$ cat src/rtl/multi_button_debouncer.sv
// N-channel push-button debouncer: 2-flop synchronisers, shared sample tick,
// per-channel stable-sample filter with press/release/hold pulses and toggle output.
module multi_button_debouncer #(
    parameter int NUM_BUTTONS    = 4,
    parameter int SAMPLE_DIV     = 10000,
    parameter int STABLE_SAMPLES = 8,
    parameter int HOLD_SAMPLES   = 5000
) (
    input  logic                   clock,
    input  logic                   reset,
    input  logic [NUM_BUTTONS-1:0] button,
    input  logic [NUM_BUTTONS-1:0] toggle_mode,
    output logic [NUM_BUTTONS-1:0] button_state,
    output logic [NUM_BUTTONS-1:0] debounced,
    output logic [NUM_BUTTONS-1:0] press_pulse,
    output logic [NUM_BUTTONS-1:0] release_pulse,
    output logic [NUM_BUTTONS-1:0] hold_pulse,
    output logic                   sample_tick
);

    localparam int DW = (SAMPLE_DIV > 1) ? $clog2(SAMPLE_DIV) : 1;
    localparam int SW = (STABLE_SAMPLES > 0) ? $clog2(STABLE_SAMPLES + 1) : 1;
    localparam int HW = $clog2(HOLD_SAMPLES + 1);

    localparam logic [DW-1:0] DIV_LAST    = DW'(SAMPLE_DIV - 1);
    localparam logic [SW-1:0] STABLE_LAST = SW'(STABLE_SAMPLES - 1);
    localparam logic [HW-1:0] HOLD_LAST   = HW'(HOLD_SAMPLES - 1);
    localparam logic [HW-1:0] HOLD_MAX    = HW'(HOLD_SAMPLES);

    logic [DW-1:0]          div_q, div_d;
    logic [NUM_BUTTONS-1:0] sync1_q, sync1_d;
    logic [NUM_BUTTONS-1:0] sync2_q, sync2_d;

    assign sample_tick = (div_q == DIV_LAST);

    always_comb begin
        div_d   = sample_tick ? '0 : div_q + 1'b1;
        sync1_d = button;
        sync2_d = sync1_q;
    end

    always_ff @(posedge clock or posedge reset) begin
        if (reset) begin
            div_q   <= '0;
            sync1_q <= '0;
            sync2_q <= '0;
        end else begin
            div_q   <= div_d;
            sync1_q <= sync1_d;
            sync2_q <= sync2_d;
        end
    end

    genvar gi;
    generate
        for (gi = 0; gi < NUM_BUTTONS; gi++) begin : g_chan
            logic [SW-1:0] stable_q, stable_d;
            logic [HW-1:0] hold_q, hold_d;
            logic          deb_q, deb_d;
            logic          press_q, press_d;
            logic          rel_q, rel_d;
            logic          hold_pulse_q, hold_pulse_d;
            logic          tog_q, tog_d;

            always_comb begin
                stable_d     = stable_q;
                hold_d       = hold_q;
                deb_d        = deb_q;
                press_d      = 1'b0;
                rel_d        = 1'b0;
                hold_pulse_d = 1'b0;
                tog_d        = tog_q;

                // Any tick that agrees with the current level restarts the count,
                // so only an unbroken run of disagreeing ticks flips the level.
                if (sample_tick) begin
                    if (sync2_q[gi] == deb_q) begin
                        stable_d = '0;
                    end else if (stable_q == STABLE_LAST) begin
                        stable_d = '0;
                        deb_d    = sync2_q[gi];
                        press_d  = sync2_q[gi];
                        rel_d    = ~sync2_q[gi];
                    end else begin
                        stable_d = stable_q + 1'b1;
                    end
                end

                // Toggle flips together with the rising debounced level.
                if (press_d && toggle_mode[gi]) begin
                    tog_d = ~tog_q;
                end

                if (!deb_q) begin
                    hold_d = '0;
                end else if (sample_tick && (hold_q != HOLD_MAX)) begin
                    hold_d       = hold_q + 1'b1;
                    hold_pulse_d = (hold_q == HOLD_LAST);
                end
            end

            always_ff @(posedge clock or posedge reset) begin
                if (reset) begin
                    stable_q     <= '0;
                    hold_q       <= '0;
                    deb_q        <= 1'b0;
                    press_q      <= 1'b0;
                    rel_q        <= 1'b0;
                    hold_pulse_q <= 1'b0;
                    tog_q        <= 1'b0;
                end else begin
                    stable_q     <= stable_d;
                    hold_q       <= hold_d;
                    deb_q        <= deb_d;
                    press_q      <= press_d;
                    rel_q        <= rel_d;
                    hold_pulse_q <= hold_pulse_d;
                    tog_q        <= tog_d;
                end
            end

            assign debounced[gi]     = deb_q;
            assign press_pulse[gi]   = press_q;
            assign release_pulse[gi] = rel_q;
            assign hold_pulse[gi]    = hold_pulse_q;
            assign button_state[gi]  = toggle_mode[gi] ? tog_q : deb_q;
        end
    endgenerate

endmodule

$ cat config.mk
export PLATFORM = sky130hd
export DESIGN_NAME = multi_button_debouncer
export DESIGN_NICKNAME = d
export VERILOG_FILES = /design/src/rtl/multi_button_debouncer.sv
export SDC_FILE = /design/constraint.sdc
export NUM_CORES = 1
export LEC_CHECK = 0
export BUFFER_PORTS_ARGS = -buffer_cell sky130_fd_sc_hd__buf_2
export CAP_MARGIN = 40
export CORE_ASPECT_RATIO = 0.75
export CORE_MARGIN = 3
export CORE_UTILIZATION = 35
export DETAILED_ROUTE_END_ITERATION = 16
export SYNTH_ARGS = -nofsm -noshare
export SYNTH_HDL_FRONTEND = slang
export SYNTH_SLANG_ARGS = --single-unit
$ cat constraint.sdc
create_clock -name clock -period 3.21 [get_ports clock]
set_clock_uncertainty 0.05 [all_clocks]
set_input_delay 0.4815 -clock clock [delete_from_list [all_inputs] [get_ports clock]]
set_output_delay 0.4815 -clock clock [all_outputs]
set_load 0.02 [all_outputs]
Word level (Yosys, flattened, before mapping)
Index checks and enable logic that the tools add are counted.
- flip-flop bits (word level): 110
- input bits: 10
- output and inout bits: 21
- logic and storage cells: 138
- add/sub/neg operators: 9
- equal/unequal tests: 21
- mux-type cells: 53
- bitwise gates (word level): 12
- reductions and logical operators: 12
- operators by type and width (operator ; number):
    $mux 13 ; 8
    $add 13x1->13 const B ; 4
    $eq 13x13->1 const B ; 4
    $ne 13x13->1 const B ; 4
    $mux 1 ; 36
    $mux 4 ; 8
    $add 4x1->4 const B ; 4
    $eq 4x3->1 const B ; 4
    $add 14x1->14 const B ; 1
    $eq 14x14->1 const B ; 1
    $mux 14 ; 1
    $not 1->1 ; 12
    $reduce_and 3->1 ; 4
    $logic_and 1x1->1 ; 8
    $ne 2x1->1 const B ; 4
    $eq 1x1->1 ; 4

Depth between registers and ports, before layout
Gate-level depths: netlist of run 1.
- depth after elaboration: 5
- gate-level depth with buffers: 9
- gate-level depth less buffers: 6

Worst setup path before layout of run 1
No wires, ideal clock.
- path type: reg2out
- start: register div_q[7]
- end: output port sample_tick
- data arrival time: 1995 ps
- path slack: 683 ps
- cell stages (with the launch flop): 7
- path buffers: 3
- cell sequence: dfrtp_1 > or4b_1 > or4_1 > buf_2 > inv_1 > buf_2 > buf_2
- word-level cells in the longest chain between the ends: 1
- ends and longest elaborated chain (what ; line ; source):
    from (decl) ; 30 ; logic [DW-1:0] div_q, div_d;
    from (signal assigned) ; 48 ; div_q <= div_d;
    $eq 14x14->1 ; 34 ; assign sample_tick = (div_q == DIV_LAST);
    to (decl) ; 18 ; output logic sample_tick
Every way passes these cells.

Worst setup path in the final report of run 1
- start: register div_q[6]
- end: output port sample_tick
The elaborated chain is that of the path after synthesis.

==> results of run 1 <==
-- power by group --
part | switching, mW | internal (mW)
sequential | 0.00438 | 1.39
clock | 0.494 | 0.524
combinational | 0.0361 | 0.0169
-- routing by layer --
layer  vias to the layer above  track usage
li1                       2137            -
met5                         -            0
met3                         6       0.0347
met2                        81        0.212
met1                      2173        0.197
met4                         0       0.0285
-- final timing paths --
kind,start,endpoint,depth (start not counted)
hold reg to reg,sync1_q[3]$_DFF_PP0_,sync2_q[3]$_DFF_PP0_,0
setup / recovery,div_q[6]$_DFF_PP0_,sample_tick,4
setup reg to reg,div_q[6]$_DFF_PP0_,g_chan[1].hold_q[12]$_DFFE_PP0P_,5
min in group clock,button[3],sync1_q[3]$_DFF_PP0_,1
hold / removal,reset,sync1_q[2]$_DFF_PP0_,2
max in group asynchronous,reset,g_chan[2].hold_q[0]$_DFFE_PP0P_,4
-- flip-flops by register name (all words and copies together), names as in the netlist --
signal / cells
g_chan.hold_pulse_q: 4
g_chan.tog_q: 4
div_q: 14
g_chan.deb_q: 4
sync2_q: 4
g_chan.hold_q: 52
g_chan.stable_q: 16
g_chan.press_q: 4
g_chan.rel_q: 4
sync1_q: 4
-- synthesized netlist by cell type, types with 6 or more instances --
cell / number
sky130_fd_sc_hd__dfrtp_1: 110
sky130_fd_sc_hd__nand2_1: 65
sky130_fd_sc_hd__nand3_1: 43
sky130_fd_sc_hd__a21oi_1: 38
sky130_fd_sc_hd__o21ai_0: 28
sky130_fd_sc_hd__o31ai_1: 27
sky130_fd_sc_hd__or4_1: 27
sky130_fd_sc_hd__inv_1: 23
sky130_fd_sc_hd__nand4_1: 21
sky130_fd_sc_hd__clkbuf_1: 18
sky130_fd_sc_hd__buf_4: 16
sky130_fd_sc_hd__nor2_1: 14
sky130_fd_sc_hd__ha_1: 13
sky130_fd_sc_hd__mux2i_1: 12
sky130_fd_sc_hd__nor3_1: 11
sky130_fd_sc_hd__nor4_1: 11
sky130_fd_sc_hd__xnor2_1: 11
sky130_fd_sc_hd__nand2b_1: 10
sky130_fd_sc_hd__or3_1: 9
sky130_fd_sc_hd__xor2_1: 9
sky130_fd_sc_hd__and3_1: 7
sky130_fd_sc_hd__and4_1: 7
sky130_fd_sc_hd__and2_1: 6
sky130_fd_sc_hd__buf_2: 6
sky130_fd_sc_hd__nor2b_1: 6
-- logic make-up after synthesis --
kind of cell	share of synthesized area
AO/OA/AOI/OAI	0.113
adder cells (fa/ha/maj)	0.0288
XOR/XNOR	0.0310
AND/OR/NAND/NOR	0.251
multiplexers	0.0292
flip-flops	0.487
buffers and inverters	0.0598
-- area by class of cell --
class / instances / area [um^2]
fillers: 1521 / 9330
well taps: 205 / 256
flip-flops and latches: 110 / 2750
clock buffers: 10 / 229
clock inverters: 5 / 35.0
inverters: 25 / 97.6
repair buffers: 39 / 255
multi-input cells: 409 / 2560
-- layout by cell type (no fill, tap or decap), types with 2 or more instances in the layout --
cell type	synthesis	final
sky130_fd_sc_hd__buf_2	6	30
sky130_fd_sc_hd__o31a_1	2	2
sky130_fd_sc_hd__nor2b_1	6	6
sky130_fd_sc_hd__and3b_1	3	3
sky130_fd_sc_hd__o21a_1	4	4
sky130_fd_sc_hd__ha_1	13	13
sky130_fd_sc_hd__mux2i_1	12	12
sky130_fd_sc_hd__xor2_1	9	9
sky130_fd_sc_hd__nand4_1	21	21
sky130_fd_sc_hd__or4_1	27	26
sky130_fd_sc_hd__nand2_1	65	65
sky130_fd_sc_hd__clkinv_1	2	2
sky130_fd_sc_hd__nand4b_1	2	2
sky130_fd_sc_hd__nand3b_1	2	2
sky130_fd_sc_hd__mux2_2	4	4
sky130_fd_sc_hd__and2_1	6	6
sky130_fd_sc_hd__and4_1	7	7
sky130_fd_sc_hd__nand3_1	43	43
sky130_fd_sc_hd__clkinv_2	0	2
sky130_fd_sc_hd__nor3_1	11	11
sky130_fd_sc_hd__o41ai_1	3	3
sky130_fd_sc_hd__nor2_1	14	14
sky130_fd_sc_hd__buf_12	0	3
sky130_fd_sc_hd__nor4b_1	4	4
sky130_fd_sc_hd__nor4_1	11	11
sky130_fd_sc_hd__or4b_1	2	2
sky130_fd_sc_hd__or3_1	9	9
sky130_fd_sc_hd__clkbuf_16	0	9
sky130_fd_sc_hd__buf_4	16	6
sky130_fd_sc_hd__nand2b_1	10	10
sky130_fd_sc_hd__and3_1	7	7
sky130_fd_sc_hd__a21oi_1	38	38
sky130_fd_sc_hd__inv_1	23	22
sky130_fd_sc_hd__o31ai_1	27	27
sky130_fd_sc_hd__clkinvlp_4	0	2
sky130_fd_sc_hd__o21ai_0	28	28
sky130_fd_sc_hd__dfrtp_1	110	110
sky130_fd_sc_hd__xnor2_1	11	11
==> metrics.md, run 1 <==
| Metric | Value |
|---|---|
| Result of the run | `completed` |
| Cell family with the largest share of critical-path delay | `simple AND/OR/NAND/NOR gates` |
| HPWL after detailed placement | `7970 um` |
| Sequential cell area fraction in the yosys report | `0.487` |
| I/O Pins | `31` |
| Worst-Margin Slew | `between 0.5 and 0.6 ns` |
| Vias post-DR | `about 4400` |
| Cell type with the largest total area after synthesis | `sky130_fd_sc_hd__dfrtp_1` |
| CTS tree | `built` |
| Number of antenna violations at the first check in global routing | `0` |
| Vias in the first global route | `about 4200` |
| Routability congestion estimate | `0.821` |
| Setup total negative slack | `0 ns` |
| Setup Slack @ Placement | `between 0.4 and 0.5 ns` |
| Cell area after technology mapping | `roughly 0.0057 mm^2` |
| Sink count of the clock tree | `110` |
| Number of antenna repair diodes | `0` |
| Leakage power of the design | `about 2.5 nW` |
| Die width | `around 150 um` |
| Area enclosed by the die boundary | `0.0177 mm^2` |
| Slowest stage delay, CP | `~0.69 ns` |
| Largest net degree at the start of global routing | `49` |
| Synthesized area per cell | `between 9 and 10 um^2` |
| Routed wl met3 | `between 400 and 500 um` |
| Power per unit of standard cell area | `398 mW/mm^2` |
| Peak supply drop | `roughly 0.00026 V` |
| Final instance area | `just over 0.006 mm^2` |
| Maximum buffer depth of the clock tree | `2` |
| Data arrival time at the worst-slack endpoint | `approximately 2.3 ns` |
| Clock latency at the later pin of the worst-skew pair | `0.34 ns` |
| Total length of routed met2 wires | `5190 um` |
| Final setup fails | `0` |
| Setup repair bufs after CTS | `0` |
| GRT Residual Overflow | `0` |
| WP buf/inv | `2` |
| DR pass1 iterations | `4` |
| Max Transition Viols Final | `0` |
| Number of distinct library cell variants in the gate-level netlist after synthesis | `45` |
| Flops & latches, synth | `between 100 and 150` |
| Total clock buffers created by CTS | `9` |
| Class of the tightest hold or removal check | `in -> async` |
| Largest cells by area after synthesis | `sky130_fd_sc_hd__dfrtp_1, sky130_fd_sc_hd__nand2_1, sky130_fd_sc_hd__nand3_1, sky130_fd_sc_hd__o31ai_1, sky130_fd_sc_hd__or4_1` |
| Core Rows | `39` |
| Cells along the critical path | `or4b_1, or4_2, inv_1, buf_2` |
| Fmax | `roughly 360 MHz` |
| Die Span Y | `between 100 and 150 um` |
| DRC Markers | `0` |
| Post-route core utilization | `0.399` |
| Final critical path time including I/O delays and setup | `2.79 ns` |
| Wire length of the first global-routing pass | `20300 um` |
| Yosys warning total | `0` |
| Crit-path max FO | `5` |
| CTS-repair resized insts | `0` |
| Number of cells in the design after placement | `788` |
| Period utilisation layout | `0.868` |
| Uppermost metal layer occupied by signal nets | `met4` |
| Post-route antenna net violation count | `0` |
| Hold Buf Count CTS | `0` |
| Layout cells sized above 1 | `0.100` |
| Fraction of synthesis flops using an asynchronous set or reset pin | `1.00` |
| Mapped Cells | `between 500 and 600` |
| Total power | `2.47 mW` |
| Critical path type | `reg -> out` |
| Hold Fails Final Rpt | `0` |
| Count of max-cap constraint violations | `0` |
| Fin cells | `roughly 800` |
| Share of the synthesized area in the top cell type | `0.487` |
| Count of flip-flops with a built-in enable after synthesis | `0` |
| Instance area at placement | `0.00592 mm^2` |
| Clock tree root driver cell | `sky130_fd_sc_hd__clkbuf_16` |
| Final worst-path setup slack | `0.422 ns` |
| Critical path endpoint category | `primary output` |
| All-Layer GR Usage | `0.137` |
| RSZ-0062 raised after global routing | `false` |
| Number of nets in the layout | `617` |
| Via density per instance | `about 5.5` |
| Tightest slew margin relative to the limit | `0.619` |
| Number of H-tree branching levels | `3` |
| Number of design-rule violations left by the first detailed-router iteration | `between 200 and 300` |
| Kind of launch point of the worst setup path | `flip-flop` |
| Critical Path Slowest Stage Cell | `sky130_fd_sc_hd__or4_2` |
| Required time of the worst setup path | `~2.7 ns` |
| Clock transition time at the flip-flop clock pins of the worst setup and hold paths | `roughly 0.07 ns` |
| Initial cell density of the core | `0.364` |
| Number of buffers inserted by port buffering | `30` |
| Total detailed-routing wirelength | `~11000 um` |
| P&R area growth vs syn | `9.50%` |
| Routed met1 length | `around 5700 um` |
| Top FF cell, synth | `sky130_fd_sc_hd__dfrtp_1` |
| R2r setup slk | `0.43 ns` |
| Synth Net Count | `610` |
| Worst hold slack | `0.0552 ns` |
| Core ar. | `0.0155 mm^2` |
| Average routed wire per standard cell | `14.3 um` |
(Power assumes the default switching activity.)
==> run 2, diff against run 1 <==
--- a/config.mk
+++ b/config.mk
@@ -7,10 +7,13 @@
 export LEC_CHECK = 0
 export BUFFER_PORTS_ARGS = -buffer_cell sky130_fd_sc_hd__buf_2
 export CAP_MARGIN = 40
+export CELL_PAD_IN_SITES_DETAIL_PLACEMENT = 1
+export CELL_PAD_IN_SITES_GLOBAL_PLACEMENT = 1
 export CORE_ASPECT_RATIO = 0.75
 export CORE_MARGIN = 3
 export CORE_UTILIZATION = 35
 export DETAILED_ROUTE_END_ITERATION = 16
+export PLACE_DENSITY_LB_ADDON = 0.1
 export SYNTH_ARGS = -nofsm -noshare
 export SYNTH_HDL_FRONTEND = slang
 export SYNTH_SLANG_ARGS = --single-unit
==> run 2 against run 1 <==
Against the previous run:
- global-route usage increased by 1.9 points
- critical endpoint unchanged
- largest power group unchanged
- critical path type unchanged
- routed wire length increased by 12%
- sequential share of layout area decreased by 0.072 points
- sequential power about the same
- largest cell class unchanged
==> metrics.md, run 2 (synthesis results as in run 1) <==
| Metric | Value |
|---|---|
| Max Transition Viols Final | `0 (unchanged)` |
| Initial cell density of the core | `0.364 (unchanged)` |
| Class of the tightest hold or removal check | `in -> async` |
| Power per unit of standard cell area | `410 mW/mm^2 (+2.9%)` |
| Fmax | `332 MHz (-7.6%)` |
| Number of design-rule violations left by the first detailed-router iteration | `177 (-39%)` |
| Count of max-cap constraint violations | `0 (unchanged)` |
| Result of the run | `completed` |
| P&R area growth vs syn | `9.68%` |
| Leading cell type in the layout, fill and taps excluded | `sky130_fd_sc_hd__dfrtp_1` |
| GRT Residual Overflow | `0 (unchanged)` |
| Period utilisation layout | `0.940 (+0.0712)` |
| Combinational cell fraction of total power | `0.019 (-0.003)` |
| Worst-Margin Slew | `0.671 ns (+0.107 ns)` |
| Maximum buffer depth of the clock tree | `2 (unchanged)` |
| Switching share of power | `0.222 (+0.00575)` |
| Hold Buf Count CTS | `0 (unchanged)` |
| Number of antenna repair diodes | `0 (unchanged)` |
| DR pass1 iterations | `4 (unchanged)` |
| Final instance area | `0.00620 mm^2 (+0.16%)` |
| Average routed wire per standard cell | `16.0 um (+12%)` |
| Critical path endpoint category | `primary output` |
| R2r setup slk | `0.45 ns (+0.02 ns)` |
| Vias in the first global route | `4592 (+10%)` |
| Critical path type | `reg -> out` |
| Number of antenna violations at the first check in global routing | `0 (unchanged)` |
| Wire length of the first global-routing pass | `22800 um (+12%)` |
| Clock tree root driver cell | `sky130_fd_sc_hd__clkbuf_16` |
| Internal power | `1.98 mW (+2.3%)` |
| Setup repair bufs after CTS | `0 (unchanged)` |
| Layout cells sized above 1 | `0.102 (+0.00150)` |
| Total detailed-routing wirelength | `12800 um (+12%)` |
| Total clock buffers created by CTS | `9 (unchanged)` |
| I/O Pins | `31 (unchanged)` |
| Tightest slew margin relative to the limit | `0.552 (-0.0670)` |
| Leakage power of the design | `2.50 nW (+0.11%)` |
| Core ar. | `0.0155 mm^2 (unchanged)` |
| Crit-path max FO | `8 (+3)` |
| Via density per instance | `5.49 (+0.28%)` |
| Top library cells by usage in the layout, fill and taps aside | `sky130_fd_sc_hd__dfrtp_1, sky130_fd_sc_hd__nand2_1, sky130_fd_sc_hd__nand3_1` |
| Peak supply drop | `0.000200 V (-24%)` |
| RSZ-0062 raised after global routing | `false` |
| Final critical path time including I/O delays and setup | `3.02 ns (+0.229 ns)` |
| Area enclosed by the die boundary | `0.0177 mm^2 (unchanged)` |
| Number of H-tree branching levels | `3 (unchanged)` |
| Largest registers | `g_chan.hold_q x52, g_chan.stable_q x16, div_q x14` |
| Clock network fraction of design power | `0.433 (+0.020)` |
| Core Rows | `39 (unchanged)` |
| Setup total negative slack | `0 ns (unchanged)` |
| Routability congestion estimate | `0.745 (-9.3%)` |
| R2R depth | `5 (unchanged)` |
| Total net switching power | `0.565 mW (+5.8%)` |
| Crit Reg-Reg Startpoint | `div_q[7]$_DFF_PP0_` |
| All-Layer GR Usage | `0.155 (+0.0185)` |
| Filler cell count | `1782 (+17%)` |
| Number of nets in the layout | `617 (unchanged)` |
| Die width | `153 um (unchanged)` |
| Final setup fails | `0 (unchanged)` |
| Clock transition time at the flip-flop clock pins of the worst setup and hold paths | `0.07 ns (about the same)` |
| CTS-repair resized insts | `0 (unchanged)` |
| Largest net degree at the start of global routing | `53 (+8.2%)` |
| Share of power burned in registers | `0.549 (-0.017)` |
| CTS tree | `built` |
| Die Span Y | `116 um (unchanged)` |
| Data arrival time at the worst-slack endpoint | `2.48 ns (+0.22 ns)` |
| Hold Fails Final Rpt | `0 (unchanged)` |
| Post-route antenna net violation count | `0 (unchanged)` |
| Worst reg2reg path endpoint | `g_chan[1].hold_q[10]$_DFFE_PP0P_` |
| Required time of the worst setup path | `2.68 ns (about the same)` |
| Sink count of the clock tree | `110 (unchanged)` |
| Kind of launch point of the worst setup path | `flip-flop` |
| HPWL after detailed placement | `8790 um (+10%)` |
| Clock latency at the later pin of the worst-skew pair | `0.35 ns (about the same)` |
| Flip-flop count of the largest register, all copies and words added | `52 (unchanged)` |
| Vias post-DR | `4415 (+0.41%)` |
| Register with the highest flop count | `g_chan.hold_q` |
| Total power | `2.54 mW (+3.0%)` |
| Instance area at placement | `0.00591 mm^2 (-0.21%)` |
| DRC Markers | `0 (unchanged)` |
| Number of buffers inserted by port buffering | `30 (unchanged)` |
-- run 2: cell types whose count changed in the layout (fill, tap and decap cells not counted), sizes merged --
| cell | before | now |
|---|---|---|
| clkbuf | 10 | 12 |
| clkinv | 5 | 4 |
-- run 2: routing by layer --
metal / wire [um] / part of all wire / vias up / track usage
li1: - / - / 2134 / -
met1: 6550 / 0.51 / 2232 / 0.213
met2: 5830 / 0.45 / 40 / 0.253
met3: 336 / 0.026 / 9 / 0.0366
met4: 123 / 0.0096 / 0 / 0.0380
met5: 0 / 0 / - / 0
-- run 2: worst max path at each step --
stage,depth (start not counted),slack [ns],startpoint,to
6_report,4,0.19,div_q[7]$_DFF_PP0_,sample_tick
5_1_grt,4,0.03,div_q[7]$_DFF_PP0_,sample_tick
4_1_cts,4,0.15,div_q[7]$_DFF_PP0_,sample_tick
3_5_place_dp,5,0.47,div_q[7]$_DFF_PP0_,g_chan[3].hold_q[9]$_DFFE_PP0P_
3_3_place_gp,5,0.52,div_q[7]$_DFF_PP0_,g_chan[1].hold_q[6]$_DFFE_PP0P_
2_1_floorplan,6,0.68,div_q[7]$_DFF_PP0_,sample_tick
-- run 2: worst max-delay path, cell delays in order, from the launching register on --
cell and delay (ns):
sky130_fd_sc_hd__dfrtp_1 0.42, sky130_fd_sc_hd__or4b_1 0.51, sky130_fd_sc_hd__or4_2 0.70, sky130_fd_sc_hd__inv_1 0.27, sky130_fd_sc_hd__buf_2 0.23
-- run 2: area by class of cell --
type | count | area [um^2] | area share
Clock buffer | 12 | 256 | 0.0414
Clock inverter | 4 | 30.0 | 0.00485
Inverter | 25 | 97.6 | 0.0157
Multi-Input combinational cell | 409 | 2560 | 0.413
Sequential cell | 110 | 2750 | 0.444
Tap cell | 205 | 256 | 0.0414
Timing Repair Buffer | 39 | 243 | 0.0392
-- run 2: power groups by stage --
stage / Combinational, mW / Clock, mW / Sequential [mW]
floorplan: 0.0287 / 0 / 1.42
CTS: 0.0520 / 1.14 / 1.39
finish: 0.0479 / 1.10 / 1.39
detailed placement: 0.0519 / 0 / 1.42
global route: 0.0579 / 1.20 / 1.39
global placement: 0.0514 / 0 / 1.42
-- run 2: metrics by stage --
stage / worst slack [ns] / std cells / utilization / hold WS [ns]
2_1_floorplan: 0.683 / 587 / - / 0.281
3_3_place_gp: 0.521 / 788 / 0.381 / 0.283
3_5_place_dp: 0.467 / 788 / 0.381 / 0.286
4_1_cts: 0.146 / 804 / 0.399 / 0.159
5_1_grt: 0.0325 / 804 / 0.399 / 0.163
6_report: 0.194 / 804 / 0.399 / 0.167
==> run 3, diff against run 2 <==
--- a/config.mk
+++ b/config.mk
@@ -6,14 +6,14 @@
 export NUM_CORES = 1
 export LEC_CHECK = 0
 export BUFFER_PORTS_ARGS = -buffer_cell sky130_fd_sc_hd__buf_2
-export CAP_MARGIN = 40
 export CELL_PAD_IN_SITES_DETAIL_PLACEMENT = 1
 export CELL_PAD_IN_SITES_GLOBAL_PLACEMENT = 1
 export CORE_ASPECT_RATIO = 0.75
 export CORE_MARGIN = 3
-export CORE_UTILIZATION = 35
+export CORE_UTILIZATION = 43
 export DETAILED_ROUTE_END_ITERATION = 16
 export PLACE_DENSITY_LB_ADDON = 0.1
+export SLEW_MARGIN = 10
 export SYNTH_ARGS = -nofsm -noshare
 export SYNTH_HDL_FRONTEND = slang
 export SYNTH_SLANG_ARGS = --single-unit
==> run 3 against run 2 <==
Against the previous run:
- total power is 1.6% higher
- routed wire length is 0.86% higher
- count of clock-buffer cells in the layout is 2 lower
- clock power is 4% higher
- first-iteration DRC count is 50% higher
==> metrics.md, run 3 (synthesis results as in run 1) <==
| Metric | Value |
|---|---|
| Result of the run | `completed` |
| DR pass1 iterations | `4 (unchanged)` |
| Core Rows | `35 (-10%)` |
| Number of antenna repair diodes | `0 (unchanged)` |
| Kind of launch point of the worst setup path | `flip-flop` |
| CTS tree | `built` |
| Setup total negative slack | `0 ns (unchanged)` |
| HPWL after detailed placement | `8950 um (+1.8%)` |
| Vias post-DR | `4443 (+0.63%)` |
| Top library cells by usage in the layout, fill and taps aside | `sky130_fd_sc_hd__dfrtp_1, sky130_fd_sc_hd__nand2_1, sky130_fd_sc_hd__nand3_1` |
| Average routed wire per standard cell | `17.0 um (+6.4%)` |
| Clock tree root driver cell | `sky130_fd_sc_hd__clkbuf_16` |
| Final critical path time including I/O delays and setup | `3.04 ns (+0.0217 ns)` |
| Class of the tightest hold or removal check | `in -> async` |
| Total net switching power | `0.567 mW (+0.35%)` |
| Max Transition Viols Final | `0 (unchanged)` |
| All-Layer GR Usage | `0.189 (+0.0339)` |
| Fmax | `329 MHz (-0.71%)` |
| DRC Markers | `0 (unchanged)` |
| Total clock buffers created by CTS | `9 (unchanged)` |
| Leading cell type in the layout, fill and taps excluded | `sky130_fd_sc_hd__dfrtp_1` |
| Worst-Margin Slew | `0.711 ns (+0.0396 ns)` |
| Instance area at placement | `0.00585 mm^2 (-0.99%)` |
| Die Span Y | `105 um (-9.3%)` |
| Maximum buffer depth of the clock tree | `2 (unchanged)` |
| Crit-path max FO | `8 (unchanged)` |
| Clock transition time at the flip-flop clock pins of the worst setup and hold paths | `0.08 ns (about the same)` |
| Sink count of the clock tree | `110 (unchanged)` |
| Tightest slew margin relative to the limit | `0.525 (-0.0265)` |
| Period utilisation layout | `0.946 (+0.00676)` |
| Post-route antenna net violation count | `0 (unchanged)` |
| GRT Residual Overflow | `0 (unchanged)` |
| Number of antenna violations at the first check in global routing | `0 (unchanged)` |
| Critical path type | `reg -> out` |
| Hold Fails Final Rpt | `0 (unchanged)` |
| Via density per instance | `5.83 (+6.2%)` |
| Number of design-rule violations left by the first detailed-router iteration | `265 (+50%)` |
| Total detailed-routing wirelength | `13000 um (+0.86%)` |
| Number of cells in the design after placement | `746 (-5.3%)` |
| Final instance area | `0.00615 mm^2 (-0.75%)` |
| Core ar. | `0.0126 mm^2 (-19%)` |
| Routability congestion estimate | `0.797 (+7.1%)` |
| Area enclosed by the die boundary | `0.0146 mm^2 (-18%)` |
| RSZ-0062 raised after global routing | `false` |
| Combinational cell fraction of total power | `0.019 (about the same)` |
| CTS-repair resized insts | `0 (unchanged)` |
| Leakage power of the design | `2.49 nW (-0.43%)` |
| Initial cell density of the core | `0.450 (+0.0854)` |
| P&R area growth vs syn | `8.86%` |
| Number of nets in the layout | `614 (-0.49%)` |
| Layout cells sized above 1 | `0.0973 (-0.00452)` |
| Number of H-tree branching levels | `3 (unchanged)` |
| Clock network fraction of design power | `0.441 (+0.008)` |
| Required time of the worst setup path | `2.68 ns (about the same)` |
| Switching share of power | `0.220 (-0.00271)` |
| Count of max-cap constraint violations | `0 (unchanged)` |
| Largest net degree at the start of global routing | `75 (+42%)` |
| Largest registers | `g_chan.hold_q x52, g_chan.stable_q x16, div_q x14` |
| Register with the highest flop count | `g_chan.hold_q` |
| Setup repair bufs after CTS | `0 (unchanged)` |
| Fin cells | `762 (-5.2%)` |
| Final setup fails | `0 (unchanged)` |
| Number of buffers inserted by port buffering | `30 (unchanged)` |
| Clock latency at the later pin of the worst-skew pair | `0.35 ns (about the same)` |
| Hold Buf Count CTS | `0 (unchanged)` |
| Peak supply drop | `0.000246 V (+23%)` |
| Filler cell count | `1429 (-20%)` |
| Die width | `138 um (-9.4%)` |
| Vias in the first global route | `4740 (+3.2%)` |
| Share of power burned in registers | `0.540 (-0.009)` |
| Wire length of the first global-routing pass | `23200 um (+1.7%)` |
| I/O Pins | `31 (unchanged)` |
| Data arrival time at the worst-slack endpoint | `2.51 ns (+0.03 ns)` |
| Critical path endpoint category | `primary output` |
| Flip-flop count of the largest register, all copies and words added | `52 (unchanged)` |
| Power per unit of standard cell area | `420 mW/mm^2 (+2.4%)` |
| R2R depth | `5 (unchanged)` |
| Internal power | `2.01 mW (+1.9%)` |
-- run 3: changes by cell type in the layout (fill, tap and decap cells not counted), sizes merged --
cell and delta:
buf -3, bufinv +1, clkbuf -2, clkinv -2
clkinvlp +2, inv +1
-- run 3: worst max-delay path, stage by stage, from the launching register on --
cell and delay, ns:
sky130_fd_sc_hd__dfrtp_1 0.42, sky130_fd_sc_hd__or4b_1 0.52, sky130_fd_sc_hd__or4_2 0.72, sky130_fd_sc_hd__inv_1 0.26, sky130_fd_sc_hd__buf_2 0.23
-- run 3: per-stage QoR --
stage          hold WS [ns]  total power, mW   util  worst slack, ns
2_1_floorplan         0.281             1.45      -            0.683
3_5_place_dp          0.286             1.47  0.466            0.446
6_report              0.179             2.58  0.489            0.172
5_1_grt               0.165             2.69  0.489           0.0408
4_1_cts               0.166             2.62  0.489            0.156
3_3_place_gp          0.283             1.47  0.466            0.558
-- run 3: worst paths after layout --
| kind | to | from | slack [ns] |
|---|---|---|---|
| min in group clock | sync1_q[3]$_DFF_PP0_ | button[3] | 0.18 |
| max in group asynchronous | g_chan[0].hold_q[1]$_DFFE_PP0P_ | reset | 2.10 |
| worst min-delay path | sync1_q[3]$_DFF_PP0_ | reset | 0.18 |
| worst max register to register | g_chan[1].hold_q[6]$_DFFE_PP0P_ | div_q[7]$_DFF_PP0_ | 0.44 |
| worst min register to register | sync2_q[0]$_DFF_PP0_ | sync1_q[0]$_DFF_PP0_ | 0.30 |
| worst max-delay path | sample_tick | div_q[7]$_DFF_PP0_ | 0.17 |
-- run 3: area by class of cell --
| type | count | area (um^2) | area share |
|---|---|---|---|
| inverters | 25 | 97.6 | 0.0159 |
| flip-flops and latches | 110 | 2750 | 0.448 |
| well taps | 166 | 208 | 0.0338 |
| clock inverters | 6 | 70.1 | 0.0114 |
| multi-input cells | 409 | 2560 | 0.416 |
| repair buffers | 36 | 233 | 0.0378 |
| clock buffers | 10 | 229 | 0.0372 |
-- run 3: power groups by stage --
| stage | Clock, mW | Sequential, mW | Combinational [mW] |
|---|---|---|---|
| floorplan | 0 | 1.42 | 0.0287 |
| global placement | 0 | 1.42 | 0.0499 |
| detailed placement | 0 | 1.42 | 0.0512 |
| CTS | 1.18 | 1.39 | 0.0512 |
| global route | 1.24 | 1.39 | 0.0576 |
| finish | 1.14 | 1.39 | 0.0483 |
-- run 3: metal layers --
layer  track usage  vias to the layer above  part of all wire
li1              -                     2130                 -
met1         0.259                     2246              0.49
met2         0.311                       51              0.47
met3        0.0381                       16             0.023
met4        0.0458                        0             0.012
met5             0                        -                 0
